==> src/rtl/top_key_arb_pkg.sv <==
// top_key_arb_pkg: shared types, constants and the round-robin pick function for top_key_arb.
package top_key_arb_pkg;
  typedef enum logic {IDLE, BUSY} top_key_arb_state_e;
  localparam int keydata_width_p = 9;
  localparam int last_bit_p = 8;
  // First valid index at or after ptr, modulo n (n <= 16); returns ptr when nothing is valid.
  function automatic logic [3:0] rr_pick(input logic [15:0] valid, input logic [3:0] ptr, input logic [4:0] n);
    logic [4:0] k;
    rr_pick = ptr;
    for (int i = 15; i >= 0; i--) begin
      k = {1'b0, ptr} + 5'(i);
      k = (k >= n) ? k - n : k;
      if (5'(i) < n && valid[k[3:0]]) rr_pick = k[3:0];
    end
  endfunction
endpackage

==> src/rtl/top_key_arb_rrsel.sv <==
// top_key_arb_rrsel: combinational round-robin selector.
//   valid_i  : request vector
//   ptr_i    : round-robin pointer (search starts here)
//   idx_o    : selected index
//   onehot_o : selected index as one-hot
//   any_o    : at least one request valid
module top_key_arb_rrsel
  import top_key_arb_pkg::*;
#(
  parameter int req_num_p = 4
) (
  input  logic [req_num_p-1:0] valid_i,
  input  logic [3:0]           ptr_i,
  output logic [3:0]           idx_o,
  output logic [req_num_p-1:0] onehot_o,
  output logic                 any_o
);
  localparam logic [req_num_p-1:0] one_c = 1;
  assign idx_o = rr_pick(16'(valid_i), ptr_i, 5'(req_num_p));
  assign onehot_o = one_c << idx_o;
  assign any_o = |valid_i;
endmodule

==> src/rtl/top_key_arb.sv <==
// top_key_arb: packet-granular round-robin arbiter in front of the top_core key stream.
//   main_clk_i / main_rst_an_i : clock, synchronous active-low reset
//   req_valid_i / req_accept_o / req_data_i : requester side, data bit 8 = last beat
//   key_valid_o / key_accept_i / key_data_o : towards top_core
//   grant_o : one-hot current grant, busy_o : packet in progress, err_o : forced-release pulse
// Optional: define TOP_KEY_ARB_PRIO_EN to make requester 0 win every arbitration
// without advancing the round-robin pointer.
module top_key_arb
  import top_key_arb_pkg::*;
#(
  parameter int req_num_p  = 4,
  parameter int maxbeats_p = 16
) (
  input  logic                       main_clk_i,
  input  logic                       main_rst_an_i,
  input  logic [req_num_p-1:0]       req_valid_i,
  output logic [req_num_p-1:0]       req_accept_o,
  input  logic [keydata_width_p-1:0] req_data_i [0:req_num_p-1],
  output logic                       key_valid_o,
  input  logic                       key_accept_i,
  output logic [keydata_width_p-1:0] key_data_o,
  output logic [req_num_p-1:0]       grant_o,
  output logic                       busy_o,
  output logic                       err_o
);
  top_key_arb_state_e state_q, state_d;
  logic [req_num_p-1:0] grant_q, grant_d, rr_oh, pick_oh;
  logic [3:0] g_q, g_d, ptr_q, ptr_d, rr_idx, pick_idx, ptr_nxt;
  logic [7:0] cnt_q, cnt_d, cnt_inc;
  logic err_q, err_d, any_v, keep_ptr, beat, last, hit;
  top_key_arb_rrsel #(.req_num_p(req_num_p)) u_rrsel (
    .valid_i  (req_valid_i),
    .ptr_i    (ptr_q),
    .idx_o    (rr_idx),
    .onehot_o (rr_oh),
    .any_o    (any_v)
  );
`ifdef TOP_KEY_ARB_PRIO_EN
  localparam logic [req_num_p-1:0] one_c = 1;
  assign pick_idx = req_valid_i[0] ? 4'd0 : rr_idx;
  assign pick_oh  = req_valid_i[0] ? one_c : rr_oh;
  assign keep_ptr = (g_q == 4'd0);
`else
  assign pick_idx = rr_idx;
  assign pick_oh  = rr_oh;
  assign keep_ptr = 1'b0;
`endif
  // grant_q is zero outside BUSY, so the one-hot mux also covers the idle case
  always_comb begin
    key_valid_o = 1'b0;
    key_data_o = '0;
    req_accept_o = '0;
    for (int i = 0; i < req_num_p; i++) begin
      if (grant_q[i]) begin
        key_valid_o = req_valid_i[i];
        key_data_o = req_valid_i[i] ? req_data_i[i] : '0;
        req_accept_o[i] = key_accept_i;
      end
    end
  end
  assign beat = key_valid_o & key_accept_i;
  assign last = key_data_o[last_bit_p];
  assign cnt_inc = cnt_q + 8'd1;
  assign hit = (cnt_inc == 8'(maxbeats_p));
  assign ptr_nxt = (g_q == 4'(req_num_p - 1)) ? 4'd0 : g_q + 4'd1;
  always_comb begin
    state_d = state_q;
    grant_d = grant_q;
    g_d = g_q;
    ptr_d = ptr_q;
    cnt_d = cnt_q;
    err_d = 1'b0;
    if (state_q == IDLE) begin
      if (any_v) begin
        state_d = BUSY;
        grant_d = pick_oh;
        g_d = pick_idx;
      end
    end else if (beat) begin
      cnt_d = cnt_inc;
      if (last | hit) begin
        state_d = IDLE;
        grant_d = '0;
        cnt_d = '0;
        err_d = ~last;
        ptr_d = keep_ptr ? ptr_q : ptr_nxt;
      end
    end
  end
  always_ff @(posedge main_clk_i) begin
    if (!main_rst_an_i) begin
      state_q <= IDLE;
      grant_q <= '0;
      g_q <= '0;
      ptr_q <= '0;
      cnt_q <= '0;
      err_q <= 1'b0;
    end else begin
      state_q <= state_d;
      grant_q <= grant_d;
      g_q <= g_d;
      ptr_q <= ptr_d;
      cnt_q <= cnt_d;
      err_q <= err_d;
    end
  end
  assign grant_o = grant_q;
  assign busy_o = (state_q == BUSY);
  assign err_o = err_q;
endmodule

==> config.mk <==
export PLATFORM = sky130hd
export DESIGN_NAME = top_key_arb
export DESIGN_NICKNAME = d
export VERILOG_FILES = /design/src/rtl/top_key_arb_pkg.sv /design/src/rtl/top_key_arb_rrsel.sv /design/src/rtl/top_key_arb.sv
export SDC_FILE = /design/constraint.sdc
export NUM_CORES = 1
export LEC_CHECK = 0
export ABC_AREA = 1
export BUFFER_PORTS_ARGS = -buffer_cell sky130_fd_sc_hd__buf_2
export CAP_MARGIN = 20
export CORE_UTILIZATION = 45
export CTS_BUF_LIST = sky130_fd_sc_hd__clkbuf_16
export DETAILED_ROUTE_END_ITERATION = 10
export GPL_TIMING_DRIVEN = 0
export PLACE_DENSITY = 0.7
export SKIP_LAST_GASP = 1
export SLEW_MARGIN = 20
export SYNTH_ARGS = -nofsm -noshare
export SYNTH_HDL_FRONTEND = slang
export SYNTH_SLANG_ARGS = --single-unit
==> constraint.sdc <==
create_clock -name main_clk_i -period 5.01 [get_ports main_clk_i]
set_clock_uncertainty 0.05 [all_clocks]
set_input_delay 0.7515 -clock main_clk_i [delete_from_list [all_inputs] [get_ports main_clk_i]]
set_output_delay 0.7515 -clock main_clk_i [all_outputs]
set_load 0.02 [all_outputs]
Word-level counts from Yosys, hierarchy flattened
Index checks and enable logic that the tools add are counted.

storage, ports and cells
  bits of input ports = 43
  register bits = 22
  logic and storage cells = 81

cells by class
  bitwise logic cells = 4
  mux-type cells = 42
  eq/ne operators = 4
  shift operators = 1
  magnitude comparators = 8
  add/subtract/negate cells = 9
  reduce and logical (&&, ||, !) cells = 7

operators with widths
  kind                                                    count
  2-to-1 mux 9 bit                                        8
  2-to-1 mux 4 bit                                        13
  < comparator 4 x 5 -> 1 bit (second input constant)     4
  binary-select mux 1 bit (select 4 bit)                  4
  2-to-1 mux 1 bit                                        16
  subtractor 4 x 3 -> 4 bit (second input constant)       4
  >= comparator 5 x 3 -> 1 bit (second input constant)    3
  adder 4 x 2 -> 5 bit (second input constant)            2
  adder 8 x 1 -> 8 bit (second input constant)            1
  == test 8 x 5 -> 1 bit (second input constant)          1
  2-to-1 mux 8 bit                                        1
  AND reduction 3 bit                                     2
  adder 4 x 1 -> 5 bit (second input constant)            1
  adder 4 x 1 -> 4 bit (second input constant)            1
  == test 4 x 2 -> 1 bit (second input constant)          1
  >= comparator 4 x 3 -> 1 bit (second input constant)    1
  inequality test 2 x 1 -> 1 bit (second input constant)  2
  AND reduction 2 bit                                     2
  AND reduction 4 bit                                     1
  OR reduction 4 bit                                      1
  << shifter 1 x 4 -> 4 bit (first input constant)        1
  NOT 1 bit                                               2
  nonzero test 2 bit                                      1
  bitwise AND 1 bit                                       1
  OR 1 bit                                                1

Depth between registers and ports, before layout
  depth in word-level cells = 12
  gate-level depth with buffers = 21
  mapped depth without buffers = 21

Cells and area by module
From an unflattened synthesis, not the netlist that was laid out.

second synthesis, totals
  cells, all modules = 378
  area total of the unflattened synthesis = 2,262.2 sq um

modules (own cells, without submodules)
  module             times used  area each (sq um)  cells each  sequential area each (sq um)
  top_key_arb        1           1,521.5            242         440.4
  top_key_arb_rrsel  1           740.7              136         0.0

Least setup slack after synthesis
OpenSTA, ideal clock, no wires.

  kind = input-to-output
  from = in req_valid_i[1]
  to = out key_data_o[0]
  data arrival time = 1,629 ps
  cell stages on the path = 5
  data required time = 4,209 ps
  path slack = 2,580 ps
  path through = buf_2 nand3_1 o21ai_0 a22oi_1 o21ai_0

between the ends
  word-level cells in the longest chain between the ends = 4

ends and longest elaborated chain
  element                        line               RTL
  start: declaration             top_key_arb.sv:16  input logic [req_num_p-1:0] req_valid_i,
  2-to-1 mux 9 bit               top_key_arb.sv:56  key_data_o = req_valid_i[i] ? req_data_i[i] : '0;
  2-to-1 mux 9 bit (3 in a row)  top_key_arb.sv:54  if (grant_q[i]) begin
  end: declaration               top_key_arb.sv:21  output logic [keydata_width_p-1:0] key_data_o,

Every way passes these cells.

Final worst setup path
  from = reg ptr_q[1]
  to = reg grant_q[2] (netlist: grant_o[2])

between the ends
  word-level cells in the longest chain between the ends = 12
  elaborated cells between the ends (all ways) = 30

ends and longest elaborated chain
  element                                                                           line                     RTL
  start: declaration                                                                top_key_arb.sv:28        logic [3:0] g_q, g_d, ptr_q, ptr_d, rr_idx, pick_idx, ptr_nxt;
  start signal: assignment                                                          top_key_arb.sv:102       ptr_q <= ptr_d;
  adder 4 x 2 -> 5 bit                                                              top_key_arb_pkg.sv:11    k = {1'b0, ptr} + 5'(i);
  subtractor 4 x 3 -> 4 bit / >= comparator 5 x 3 -> 1 bit (equally long branches)  top_key_arb_pkg.sv:12    k = (k >= n) ? k - n : k;
  2-to-1 mux 4 bit                                                                  top_key_arb_pkg.sv:12
  binary-select mux 1 bit (select 4 bit)                                            top_key_arb_pkg.sv:13    if (5'(i) < n && valid[k[3:0]]) rr_pick = k[3:0];
  2-to-1 mux 1 bit (not written as such)                                            top_key_arb_pkg.sv:13
  2-to-1 mux 4 bit (3 in a row)                                                     top_key_arb_pkg.sv:13
  2-to-1 mux 4 bit (*)                                                              top_key_arb_pkg.sv:13
  << shifter 1 x 4 -> 4 bit (*)                                                     top_key_arb_rrsel.sv:20  assign onehot_o = one_c << idx_o;
  2-to-1 mux 4 bit (*)                                                              top_key_arb.sv:74        if (any_v) begin
  2-to-1 mux 4 bit (*)                                                              top_key_arb.sv:73        if (state_q == IDLE) begin
  end signal: assignment                                                            top_key_arb.sv:100       grant_q <= grant_d;
  end: declaration                                                                  top_key_arb.sv:27        logic [req_num_p-1:0] grant_q, grant_d, rr_oh, pick_oh;

Mark *: on every way between the ends. The rest lies on a longest branch, timed or not. The select of a mux whose other input is x is not followed.
A chain may end at the register's enable or synchronous reset.

==> results by group <==
Cells and area
  – Layout fillers: 453
  – Diodes inserted: 0
  – Final net count: 469
  – Register Area: 440 um^2
  – Area growth, synth to finish: 23.3%
  – Most common cell after layout, fill and taps aside: nand2_1
  – Multi-input combinational cell area: 1370 um^2
  – Layout cells sized above 1: a little over a fifth
  – Most frequent cells in the layout: 92 x nand2_1, 64 x buf_2, 49 x inv_1

Clock tree
  – Gates resized, CTS repair: 0
  – CTS Buf Count: 3
  – Clock Sinks: 22
  – Post-cts hold buffer count: 0
  – H-tree depth: 1
  – Max clock buf depth: 2
  – CTS tree: done
  – Clock latency at the later pin of the worst-skew pair: between 0.2 and 0.3 ns
  – Worst-path clk slew: 0.06 ns
  – CTS Root Cell: clkbuf_16
  – Postcts setup bufs: 0

Critical path
  – Slowest stage cell on the critical path: dfxtp_1
  – CP most frequent cell: nand2_1
  – Crit path kind: reg2reg
  – Startpoint Class: flip-flop
  – CP top delay family: simple AND/OR/NAND/NOR gates
  – R2R setup slack: around 2.3 ns
  – CP max FO: 8
  – Crit path largest cell delay: 0.52 ns
  – CP Capture Type: flip-flop
  – CP cell instances: inv_1, ha_1, nand2_1, nand3_1, nand2_1, ha_1, nor2_1, inv_1, nand2_1, nand3_1, nand2_1, nand2_1, nand2_1, nand2_2, nor2_1, nand2_1, a21oi_1
  – Crit path required time: 5.14 ns
  – CP bufs+invs: 2
  – Worst Path Arrival: 2.86 ns

STA
  – Fmax: 0.367 GHz
  – Final setup viols: 0
  – Final period util: between 50% and 60%
  – Pins Over Slew Limit: 0
  – Final WS setup: 2.28 ns
  – RSZ-0062 raised after global routing: false
  – Final Hold Vio Count: 0
  – Least-Margin Pin Slew: 0.504 ns
  – TNS Setup: 0 ns
  – Final min period: 2.73 ns
  – Worst slew margin: 66.1%

Placed design
  – Port bufs: between 60 and 70
  – HPWL Detailed: 4090 um
  – Routability-driven placement congestion ratio: 0.857
  – Placement Setup Slack: 2.37 ns

Pwr
  – Flop pwr share: 37.1%
  – Pint: roughly 380 uW
  – Leakage: 1.38 nW
  – Max IR drop VDD: between 0.2 and 0.25 mV
  – Total Power: 501 uW
  – Switch Pwr: 126 uW
  – Total power per unit cell area: 197 nW/um^2
  – Sw Ratio: roughly a quarter
  – Clock power frac: 43.9%
  – Combinational Power Share: 19.0%

Synth
  – Synth warnings: 0
  – Seq/Total Area, Yosys: 21.3%
  – Syn Nets: 402
  – Synth Register Bits: 22
  – Avg Synthesized Cell Area: roughly 6 um^2
  – Synth cell types: 31
  – Mapped Cells: 345
  – Synthesized area: between 2000 and 2500 um^2

Floorplan
  – Io pins: 63
  – Die Area: between 4000 and 5000 um^2
  – Row count: 24
  – Chip width: about 70 um
  – Core Area: 4380 um^2
  – Die height: between 60 and 70 um
  – Initial Util: 47.1%

Global route
  – Vias in the first global route: 2113
  – Initial antenna violation count: 0
  – Largest net degree at the start of global routing: 14
  – Total grt overflow: 0
  – First-pass GRT wire length: 8940 um
  – Gr usage total: ~22%

Routing
  – Residual DRC: 0
  – Post-route ant nets: 0
  – Final WL: 5260 um
  – DR WL/cell: approximately 11 um
  – Initial detailed-routing violation count: 129
  – DR vias/cell: 5.03
  – Vias: between 2000 and 2500
  – DR pass1 iterations: 5

Run
  – Max_cap viols: 0

Outcome
  – Outcome: finished, final reports clean

Worst hold path
  – Hold Crit Class: reg2reg
==> state kept, by name (all words and copies together), names as in the netlist <==
name     flops
busy_o       1
cnt_q        8
err_o        1
g_q          4
grant_o      4
ptr_q        4
==> worst register-to-register path, delay by kind of cell (launching register included) <==
family / cells / cell delay, ns
AOI/OAI and AO/OA: 1 / 0.12
buffers and inverters: 2 / 0.31
adders and majority gates: 2 / 0.53
and+or+nand+nor: 12 / 1.14
DFF: 1 / 0.52
==> stage by stage <==
step / hold WS [ns] / cells / area [um^2] / util [%]
floorplan: 0.415 / 345 / 2060 / -
global placement: 0.439 / 459 / 2440 / 55.6
detailed placement: 0.449 / 459 / 2440 / 55.6
CTS: 0.458 / 463 / 2540 / 58.0
global route: 0.499 / 463 / 2540 / 58.0
finish: 0.455 / 463 / 2540 / 58.0
==> metal layers <==
| metal | track usage [%] | vias to the layer above | wire, um |
|---|---|---|---|
| met5 | 0 | - | 0 |
| met4 | 5.33 | 0 | 56 |
| met3 | 2.33 | 6 | 245 |
| met2 | 40.0 | 60 | 2540 |
| met1 | 27.4 | 1017 | 2420 |
| li1 | - | 1247 | - |
==> synth_stat cells <==
master	count	area, um^2
a21oi_1	10	50.1
a22oi_1	12	90.1
a31oi_1	1	6.26
and2_1	1	6.26
and2_4	1	8.76
buf_2	2	10.0
buf_4	1	7.51
buf_6	1	11.3
clkbuf_1	4	15.0
clkinv_1	2	7.51
dfxtp_1	22	440
ha_1	14	175
inv_1	49	184
inv_2	4	15.0
nand2_1	92	345
nand2_2	3	18.8
nand2_4	2	22.5
nand3_1	44	220
nand3_2	3	30.0
nand3b_1	1	7.51
nor2_1	26	97.6
nor2_2	2	12.5
nor2_4	1	11.3
nor3_1	3	15.0
nor4_1	1	6.26
o21a_1	1	7.51
o21ai_0	31	155
o21ai_1	2	10.0
o21ai_2	2	17.5
or2_2	1	6.26
xor2_1	6	52.6
==> cell type report <==
cell class | instances | area share (%)
flip-flops and latches | 22 | 17.3
inverters | 55 | 8.12
well taps | 52 | 2.56
repair buffers | 62 | 12.2
multi-input cells | 260 | 54.0
clock buffers | 3 | 2.95
clock inverters | 1 | 1.18
plain buffers | 8 | 1.72
==> power by group through the flow <==
stage               combinational, mW  clock (mW)  sequential (mW)
finish                         0.0952       0.220            0.186
global route                    0.107       0.230            0.186
CTS                            0.0955       0.223            0.186
detailed placement             0.0946           0            0.190
global placement               0.0940           0            0.189
floorplan                      0.0553           0            0.191
==> cells by family after synthesis <==
logic type	Yosys count	share of synthesized area, %
and+or+nand+nor	181	39.2
buffers and inverters	63	12.1
AOI/OAI and AO/OA	59	16.3
DFF	22	21.3
adders and majority gates	14	8.49
xor gates and xnor gates	6	2.55
==> final timing paths <==
| check | startpoint | end | depth (start not counted) |
|---|---|---|---|
| worst max-delay path | ptr_q[1] | grant_o[2] | 17 |
| worst max register to register | ptr_q[1] | grant_o[2] | 17 |
| worst min register to register | cnt_q[6] | cnt_q[6] | 2 |
| worst min-delay path | cnt_q[6] | cnt_q[6] | 2 |
Power figures use the tool's default switching activity.
